### src/rtl/control_sequencer.sv
// rtl/control_sequencer.sv - microprogrammed fetch/execute control sequencer for the 8-bit bus CPU
//
// Purpose: steps through fetch (F0-F2), execute (E0-E3) and HALT states and
// decodes the current state plus opcode into the bus load/enable strobes.
//
// Ports:
//    clk      in   single clock, rising edge
//    clr      in   synchronous active-low reset
//    run      in   1 = advance one state per clock, 0 = freeze
//    opcode   in   [3:0] instruction register bits [7:4]
//    cp ep lm ce li ei la lb ev ea n eacc lo
//             out  PC inc, PC->bus, MAR load, RAM->bus, IR load, IR->bus,
//                  A load, B load, result load, result->bus, subtract,
//                  accumulator->bus, output load
//    hlt      out  machine halted
//    t_state  out  [2:0] current state code (debug)

module control_sequencer (
   input  logic       clk,
   input  logic       clr,
   input  logic       run,
   input  logic [3:0] opcode,
   output logic       cp,
   output logic       ep,
   output logic       lm,
   output logic       ce,
   output logic       li,
   output logic       ei,
   output logic       la,
   output logic       lb,
   output logic       ev,
   output logic       ea,
   output logic       n,
   output logic       eacc,
   output logic       lo,
   output logic       hlt,
   output logic [2:0] t_state
);

   localparam logic [2:0] S_F0   = 3'd0;
   localparam logic [2:0] S_F1   = 3'd1;
   localparam logic [2:0] S_F2   = 3'd2;
   localparam logic [2:0] S_E0   = 3'd3;
   localparam logic [2:0] S_E1   = 3'd4;
   localparam logic [2:0] S_E2   = 3'd5;
   localparam logic [2:0] S_E3   = 3'd6;
   localparam logic [2:0] S_HALT = 3'd7;

   localparam logic [3:0] OP_LDA = 4'b0000;
   localparam logic [3:0] OP_ADD = 4'b0001;
   localparam logic [3:0] OP_SUB = 4'b0010;
   localparam logic [3:0] OP_OUT = 4'b1110;
   localparam logic [3:0] OP_HLT = 4'b1111;

   logic [2:0] state_q, state_d;
   logic [3:0] op_q, op_d;
   logic       strobe_en;
   logic       op_q_arith;

   assign op_q_arith = (op_q == OP_ADD) || (op_q == OP_SUB);

   // Next-state logic. HALT is left only through clr; run is ignored there.
   always_comb begin
      state_d = state_q;
      op_d    = op_q;
      if (run && (state_q != S_HALT)) begin
         case (state_q)
            S_F0: state_d = S_F1;
            S_F1: state_d = S_F2;
            S_F2: state_d = S_E0;
            S_E0: begin
               // The live opcode is only trusted in E0; capture it for E1-E3.
               op_d = opcode;
               case (opcode)
                  OP_LDA, OP_ADD, OP_SUB: state_d = S_E1;
                  OP_HLT:                 state_d = S_HALT;
                  default:                state_d = S_F0;
               endcase
            end
            S_E1:    state_d = op_q_arith ? S_E2 : S_F0;
            S_E2:    state_d = S_E3;
            S_E3:    state_d = S_F0;
            default: state_d = S_F0;
         endcase
      end
   end

   always_ff @(posedge clk) begin
      if (!clr) begin
         state_q <= S_F0;
         op_q    <= 4'b0000;
      end else begin
         state_q <= state_d;
         op_q    <= op_d;
      end
   end

   // Strobe decode. Gating with clr keeps the bus quiet during reset even
   // before the first edge has forced the state back to F0.
   assign strobe_en = run && clr;

   always_comb begin
      cp   = 1'b0;
      ep   = 1'b0;
      lm   = 1'b0;
      ce   = 1'b0;
      li   = 1'b0;
      ei   = 1'b0;
      la   = 1'b0;
      lb   = 1'b0;
      ev   = 1'b0;
      ea   = 1'b0;
      n    = 1'b0;
      eacc = 1'b0;
      lo   = 1'b0;
      if (strobe_en) begin
         case (state_q)
            S_F0: begin
               ep = 1'b1;
               lm = 1'b1;
            end
            S_F1: cp = 1'b1;
            S_F2: begin
               ce = 1'b1;
               li = 1'b1;
            end
            S_E0: begin
               case (opcode)
                  OP_LDA, OP_ADD, OP_SUB: begin
                     ei = 1'b1;
                     lm = 1'b1;
                  end
                  OP_OUT: begin
                     eacc = 1'b1;
                     lo   = 1'b1;
                  end
                  default: ;
               endcase
            end
            S_E1: begin
               if (op_q == OP_LDA) begin
                  ce = 1'b1;
                  la = 1'b1;
               end else if (op_q_arith) begin
                  ce = 1'b1;
                  lb = 1'b1;
               end
            end
            S_E2: begin
               ev = op_q_arith;
               n  = (op_q == OP_SUB);
            end
            S_E3: begin
               ea = op_q_arith;
               la = op_q_arith;
            end
            default: ;
         endcase
      end
   end

   assign hlt     = clr && (state_q == S_HALT);
   assign t_state = clr ? state_q : 3'd0;

endmodule
### config.mk
export PLATFORM = sky130hd
export DESIGN_NAME = control_sequencer
export DESIGN_NICKNAME = d
export VERILOG_FILES = /design/src/rtl/control_sequencer.sv
export SDC_FILE = /design/constraint.sdc
export NUM_CORES = 1
export LEC_CHECK = 0
export CORE_MARGIN = 2
export CORE_UTILIZATION = 44
export DETAILED_ROUTE_END_ITERATION = 7
export HOLD_SLACK_MARGIN = 0.15
export PLACE_DENSITY = 0.82
export SKIP_LAST_GASP = 1
export SLEW_MARGIN = 20
export SYNTH_ARGS = -nofsm -noshare
export SYNTH_HDL_FRONTEND = slang
export SYNTH_SLANG_ARGS = --single-unit
export TNS_END_PERCENT = 20
### constraint.sdc
create_clock -name clk -period 2.9 [get_ports clk]
set_input_delay 0.58 -clock clk [delete_from_list [all_inputs] [get_ports clk]]
set_output_delay 0.58 -clock clk [all_outputs]
set_load 0.02 [all_outputs]
Word level (Yosys, flattened, before mapping)
Index checks and enable logic that the tools add are counted.

Eq/ne operators: 14. Muxes and demuxes: 34. Reduce and logical (&&, ||, !) cells: 9.

Operators with widths (count): $mux W1 (27); $pmux W3 S6 (1); $eq A3 B3 Y1 const B (4); $eq A4 B1 Y1 const B (2); $eq A4 B2 Y1 const B (2); $eq A4 B4 Y1 const B (2); $logic_not A4 Y1 (2); $eq A3 B2 Y1 const B (2); $mux W3 (2); $pmux W1 S2 (3); $pmux W3 S2 (1); $eq A3 B1 Y1 const B (1); $logic_and A1 B1 Y1 (3); $logic_not A3 Y1 (1); $ne A3 B3 Y1 const B (1); $reduce_or A3 Y1 (1); $reduce_and A2 Y1 (1); $logic_or A1 B1 Y1 (1).

Flip-flop bits (word level): 7. Bits of input ports: 7. Output and inout bits: 17. Word-level logic and storage cells: 59.

Depth between registers and ports, before layout
Gate-level depths: netlist (run 1).

Depth after elaboration: 6. Gate-level depth with buffers: 5.

Worst setup path after synthesis (run 1)
No wires, ideal clock.

Path kind: input to output. Start: in run. End: out lo. Data arrival time: 1.767 ns. Data required time: 2.320 ns. Path slack: 0.553 ns. Stages: 3. Path buffers: 1. Path through: nand2_1 nor4bb_1 buf_4.

Longest elaborated chain between the ends: 2.

RTL lines: start, declared (RTL line 21) `input logic run,`; $logic_and A1 B1 Y1 (RTL line 100) `assign strobe_en = run && clr;`; $mux W1; end, declared (RTL line 35) `output logic lo,`.

Every way passes these cells.

Worst setup path in the final report (run 1)
Start: in run. End: out n.

Longest elaborated chain between the ends: 2.

RTL lines: $logic_and A1 B1 Y1 (RTL line 100); $mux W1 (RTL line 116) `if (strobe_en) begin`; end, declared (RTL line 33) `output logic n,`.

Every way passes these cells.

==> results of run 1 <==
[registers in the layout (all words and copies together), names as in the netlist]
signal	flops
op_q	4
state_q	3
[kinds of logic after synthesis]
group                     Yosys count  share of synthesized area
AOI/OAI and AO/OA                  16                      0.180
xor gates and xnor gates            2                     0.0303
buffers and inverters               9                     0.0844
DFF                                 7                      0.242
muxes                               1                     0.0195
and+or+nand+nor                    48                      0.444
[final timing paths]
check	startpoint	to	slack [ns]	cells after the start
worst max-delay path	run	n	0.05	5
worst min-delay path	op_q[2]	op_q[2]	0.48	2
worst max register to register	state_q[2]	state_q[2]	1.68	4
worst min register to register	op_q[2]	op_q[2]	0.48	2
[routing by layer]
layer,part of all wire,track usage,vias to the layer above
met5,0,0,-
met4,0.011,0.0500,0
li1,-,-,348
met2,0.49,0.387,28
met1,0.44,0.268,323
met3,0.060,0.0500,2
[layout by cell type (no fill, tap or decap)]
master / n
or2_1: 1
and2_1: 2
clkbuf_4: 3
inv_1: 2
and3_1: 2
nor3_1: 4
o21ai_0: 3
nand3_1: 5
xnor2_1: 2
nor3_2: 2
o2bb2ai_1: 1
nor2_1: 10
a31oi_2: 1
nand4_1: 2
and3_4: 1
nand2_1: 11
a211oi_1: 2
mux2_2: 1
dfxtp_1: 7
nand2b_1: 2
clkdlybuf4s50_1: 23
inv_2: 1
nor4_1: 2
nand3b_1: 1
nor2b_1: 1
a21oi_1: 5
clkbuf_1: 1
a22oi_1: 1
a31oi_1: 2
and3b_1: 1
buf_4: 6
a21boi_0: 1
nor4bb_2: 1
[worst max-delay path, stage by stage]
cell,delay (ns)
clkdlybuf4s50_1,0.47
buf_4,0.19
nand4_1,0.14
nor4_1,0.24
clkdlybuf4s50_1,0.64
[layout make-up]
type | count | area (um2) | area share
Clock buffer | 4 | 26.3 | 0.0303
Inverter | 3 | 11.3 | 0.0130
Multi-Input combinational cell | 67 | 395 | 0.456
Sequential cell | 7 | 140 | 0.162
Tap cell | 15 | 18.8 | 0.0216
Timing Repair Buffer | 29 | 275 | 0.317
[metrics by stage]
| stage | TNS [ns] | std cells | cell area (um2) | utilization | hold slack, ns |
|---|---|---|---|---|---|
| 2_1_floorplan | 0 | 83 | 578 | - | 0.460 |
| 3_3_place_gp | 0 | 121 | 835 | 0.658 | 0.474 |
| 3_5_place_dp | 0 | 121 | 835 | 0.658 | 0.475 |
| 4_1_cts | 0 | 125 | 861 | 0.679 | 0.482 |
| 5_1_grt | -0.0628 | 125 | 867 | 0.683 | 0.520 |
| 6_report | 0 | 125 | 867 | 0.683 | 0.484 |
[cell usage after synthesis (2+ instances only)]
| cell | number |
|---|---|
| a211oi_1 | 2 |
| a21oi_1 | 5 |
| a31oi_1 | 2 |
| and2_1 | 2 |
| and3_1 | 2 |
| buf_2 | 3 |
| dfxtp_1 | 7 |
| inv_1 | 2 |
| nand2_1 | 11 |
| nand2b_1 | 2 |
| nand3_1 | 5 |
| nand4_1 | 2 |
| nor2_1 | 10 |
| nor3_1 | 4 |
| nor3_2 | 2 |
| nor4_1 | 2 |
| o21ai_0 | 3 |
| xnor2_1 | 2 |
[power by group]
| part | internal [W] | switching, W |
|---|---|---|
| clock | 0.0000527 | 0.0000385 |
| sequential | 0.0000990 | 0.00000154 |
| combinational | 0.0000308 | 0.0000346 |
[repair_timing]
item,in CTS,in global routing
endpoints found under the setup margin,0,4
gates resized for setup,0,1
endpoints found under the hold margin,0,0
setup buffers,0,0
==> impl_metrics.tcl, run 1 <==
set metrics [dict create \
    row_count 13 \
    cts_hold_repair.buffers 0 \
    cellPowerDensity_nw_per_um2 296 \
    slew_violations 0 \
    fin_skew_ns 0.00153 \
    endpoint_kind "output port" \
    cap_violations 0 \
    hold_viol_final 0 \
    leakagePower_nw 0.299 \
    hold_path_class "register to register" \
    cts_made_buffers 3 \
    rsz0062_at_grt "yes" \
    cts.clk_slew.worst_paths_ns 0.05 \
    drt_wl_total_um 1500 \
    synth.net_count 90 \
    grt_use_total 0.220 \
    drtAntennaViolNets 0 \
    place.gp.congestion 0.793 \
    synth_area_leaders "dfxtp_1 (24%), nand2_1 (7.1%), nor2_1 (6.5%), a21oi_1 (4.3%), nand3_1 (4.3%)" \
    synth_cell_type_count 33 \
    vias_per_cell 5.61 \
    start_util 0.456 \
    grt-ovfl-total 0 \
    grt_pass1_wl_um 2390 \
    setup_ws_ns 0.0507 \
    port_buffers 23 \
    peakVddDrop_uv 194 \
    outcome "completed" \
    insertion_delay_ns 0.26 \
    relSlewSlack 0.770 \
    wl_per_cell_um 12.0 \
    htree_levels 1 \
    ys_seq_elements 7 \
    die_x_um 40.2 \
    worst-slew-pin-transition_ns 0.341 \
    synth_area_um2 578 \
    critPathArrivalTime_ns 2.27 \
    finalPower_w 0.000257 \
    synth_top_area_frac 0.242 \
    antenna_found_initial 0 \
    start_kind "input port" \
    fmaxAchievable_mhz 351 \
    min_period_ns 2.85 \
    cts_tree "done" \
    dieArea_um2 1620 \
    num_antenna_cells 0 \
    syn_to_final_growth_pct 50.0 \
    drc 0 \
    vias 701 \
    syn_inst 83 \
    async_reset_ff_frac 0 \
    grt_pass1_vias 576 \
    post-dp-hpwl_um 1100 \
    layout.nets 118 \
    ios 24 \
    ys_seq_area_frac 0.242 \
    cts_root_buf "clkbuf_4" \
    fillers 116 \
    cp.required_ns 2.32 \
    path_class "input port to output port" \
    coreArea_um2 1270 \
    period_share 0.983 \
    firstDrtPassIters 4 \
    synth_edf_count 0 \
    synth_ff_type "dfxtp_1" \
    yosysWarnings 0 \
    synth_top_area_cell "dfxtp_1" \
    drt_iter0_markers 22 \
    clk_path_buf_depth 2 \
    fp.dieH_um 40.2 \
    syn_avg_cell_area_um2 6.96 \
    post-place-ws_ns 0.0559 \
    clkSinkCount 7 \
    path_max_fanout 14 \
    drive_gt1_frac 0.145 \
    grt_start_max_net_pins 15 \
    setup_viol 0 \
]
No activity file was read; power rests on OpenSTA's default activity.
==> run 2, diff against run 1 <==
- GPL_ROUTABILITY_DRIVEN: default -> 1
- SLEW_MARGIN: 20 -> 10
==> results of run 2 <==
Same layout as run 1: the final DEF is identical, and so are final timing and power.
==> run 3, diff against run 2 <==
- SKIP_LAST_GASP: 1 -> default
==> impl_metrics.tcl, run 3 (synthesis results as in run 1) <==
set metrics [dict create \
    rsz0062_at_grt "no" \
    drt_iter0_markers 22 \
    clkSinkCount 7 \
    cts.clk_slew.worst_paths_ns 0.05 \
    cap_violations 0 \
    syn_to_final_growth_pct 50.9 \
    drtAntennaViolNets 0 \
    cellPowerDensity_nw_per_um2 294 \
    min_period_ns 2.79 \
    cts_made_buffers 3 \
    hold_viol_final 0 \
    ios 24 \
    fin_skew_ns 0.00152 \
    endpoint_kind "output port" \
    firstDrtPassIters 4 \
    path_class "input port to output port" \
    cts_hold_repair.buffers 0 \
    grt_pass1_vias 576 \
    path_max_fanout 14 \
    peakVddDrop_uv 201 \
    layout_commonest_cell "clkdlybuf4s50_1" \
    period_share 0.962 \
    die_x_um 40.2 \
    slew_violations 0 \
    num_antenna_cells 0 \
    cp.required_ns 2.32 \
    start_util 0.456 \
    fp.dieH_um 40.2 \
    antenna_found_initial 0 \
    vias 703 \
    layout.core_utilization 0.687 \
    placed_cells 121 \
    critPathArrivalTime_ns 2.21 \
    post_cts_resized 0 \
    port_buffers 23 \
    clk_path_buf_depth 2 \
    layout_common_cells "clkdlybuf4s50_1 (21), nand2_1 (11), nor2_1 (10)" \
    stdcell_count 125 \
    hold_path_class "register to register" \
    tns_ns 0 \
    grt_use_total 0.220 \
    post-cts-setup-buffers 0 \
    grt_pass1_wl_um 2390 \
    relSlewSlack 0.771 \
    start_kind "input port" \
    layout.nets 118 \
    post-dp-hpwl_um 1100 \
    coreArea_um2 1270 \
    cts_tree "done" \
    htree_levels 1 \
    fillers 114 \
    drt_wl_total_um 1490 \
    dieArea_um2 1620 \
    largestRegisters "op_q x4, state_q x3" \
    place.gp.congestion 0.793 \
    insertion_delay_ns 0.26 \
    setup_ws_ns 0.111 \
    grt_start_max_net_pins 15 \
    drc 0 \
    leakagePower_nw 0.333 \
    post-place-ws_ns 0.0559 \
    row_count 13 \
    vias_per_cell 5.62 \
    top_register "op_q" \
    drive_gt1_frac 0.145 \
    largest_reg_flops 4 \
    setup_viol 0 \
    finalPower_w 0.000257 \
    outcome "completed" \
    cts_root_buf "clkbuf_4" \
    wl_per_cell_um 11.9 \
    grt-ovfl-total 0 \
    fmaxAchievable_mhz 359 \
    worst-slew-pin-transition_ns 0.340 \
]
run 3: report_power, final:
| group | switching [W] | internal, W |
|---|---|---|
| clock network | 0.0000386 | 0.0000527 |
| logic | 0.0000344 | 0.0000306 |
| registers | 0.00000154 | 0.0000990 |
| total | 0.0000745 | 0.000182 |
run 3: routing by layer:
metal	up-vias	global-route usage	wire length (um)
li1	346	-	-
met1	325	0.268	665
met2	30	0.387	709
met3	2	0.0500	96
met4	0	0.0500	16
met5	-	0	0
run 3: stage by stage:
stage                     hold WS (ns)  cell area (um2)
after global placement           0.474              835
after floorplan                  0.460              578
final                            0.484              872
after CTS                        0.482              861
after detailed placement         0.475              835
after global routing             0.520              872
run 3: layout make-up:
type | instances | area [um2] | share of cell area
Clock buffer | 4 | 26.3 | 0.0301
Inverter | 3 | 11.3 | 0.0129
Multi-Input combinational cell | 67 | 395 | 0.453
Sequential cell | 7 | 140 | 0.161
Tap cell | 15 | 18.8 | 0.0215
Timing Repair Buffer | 29 | 280 | 0.321
run 3: final timing paths:
path	startpoint	endpoint	slack, ns	cells past startpoint
setup / recovery	run	la	0.11	5
hold / removal	op_q[2]	op_q[2]	0.48	2
setup reg to reg	state_q[2]	state_q[2]	1.68	4
hold reg to reg	op_q[2]	op_q[2]	0.48	2
run 3: worst max-delay path, stage by stage:
cell,delay (ns)
clkdlybuf4s50_1,0.47
buf_4,0.19
nand4_1,0.14
a211oi_1,0.19
clkdlybuf4s50_1,0.64
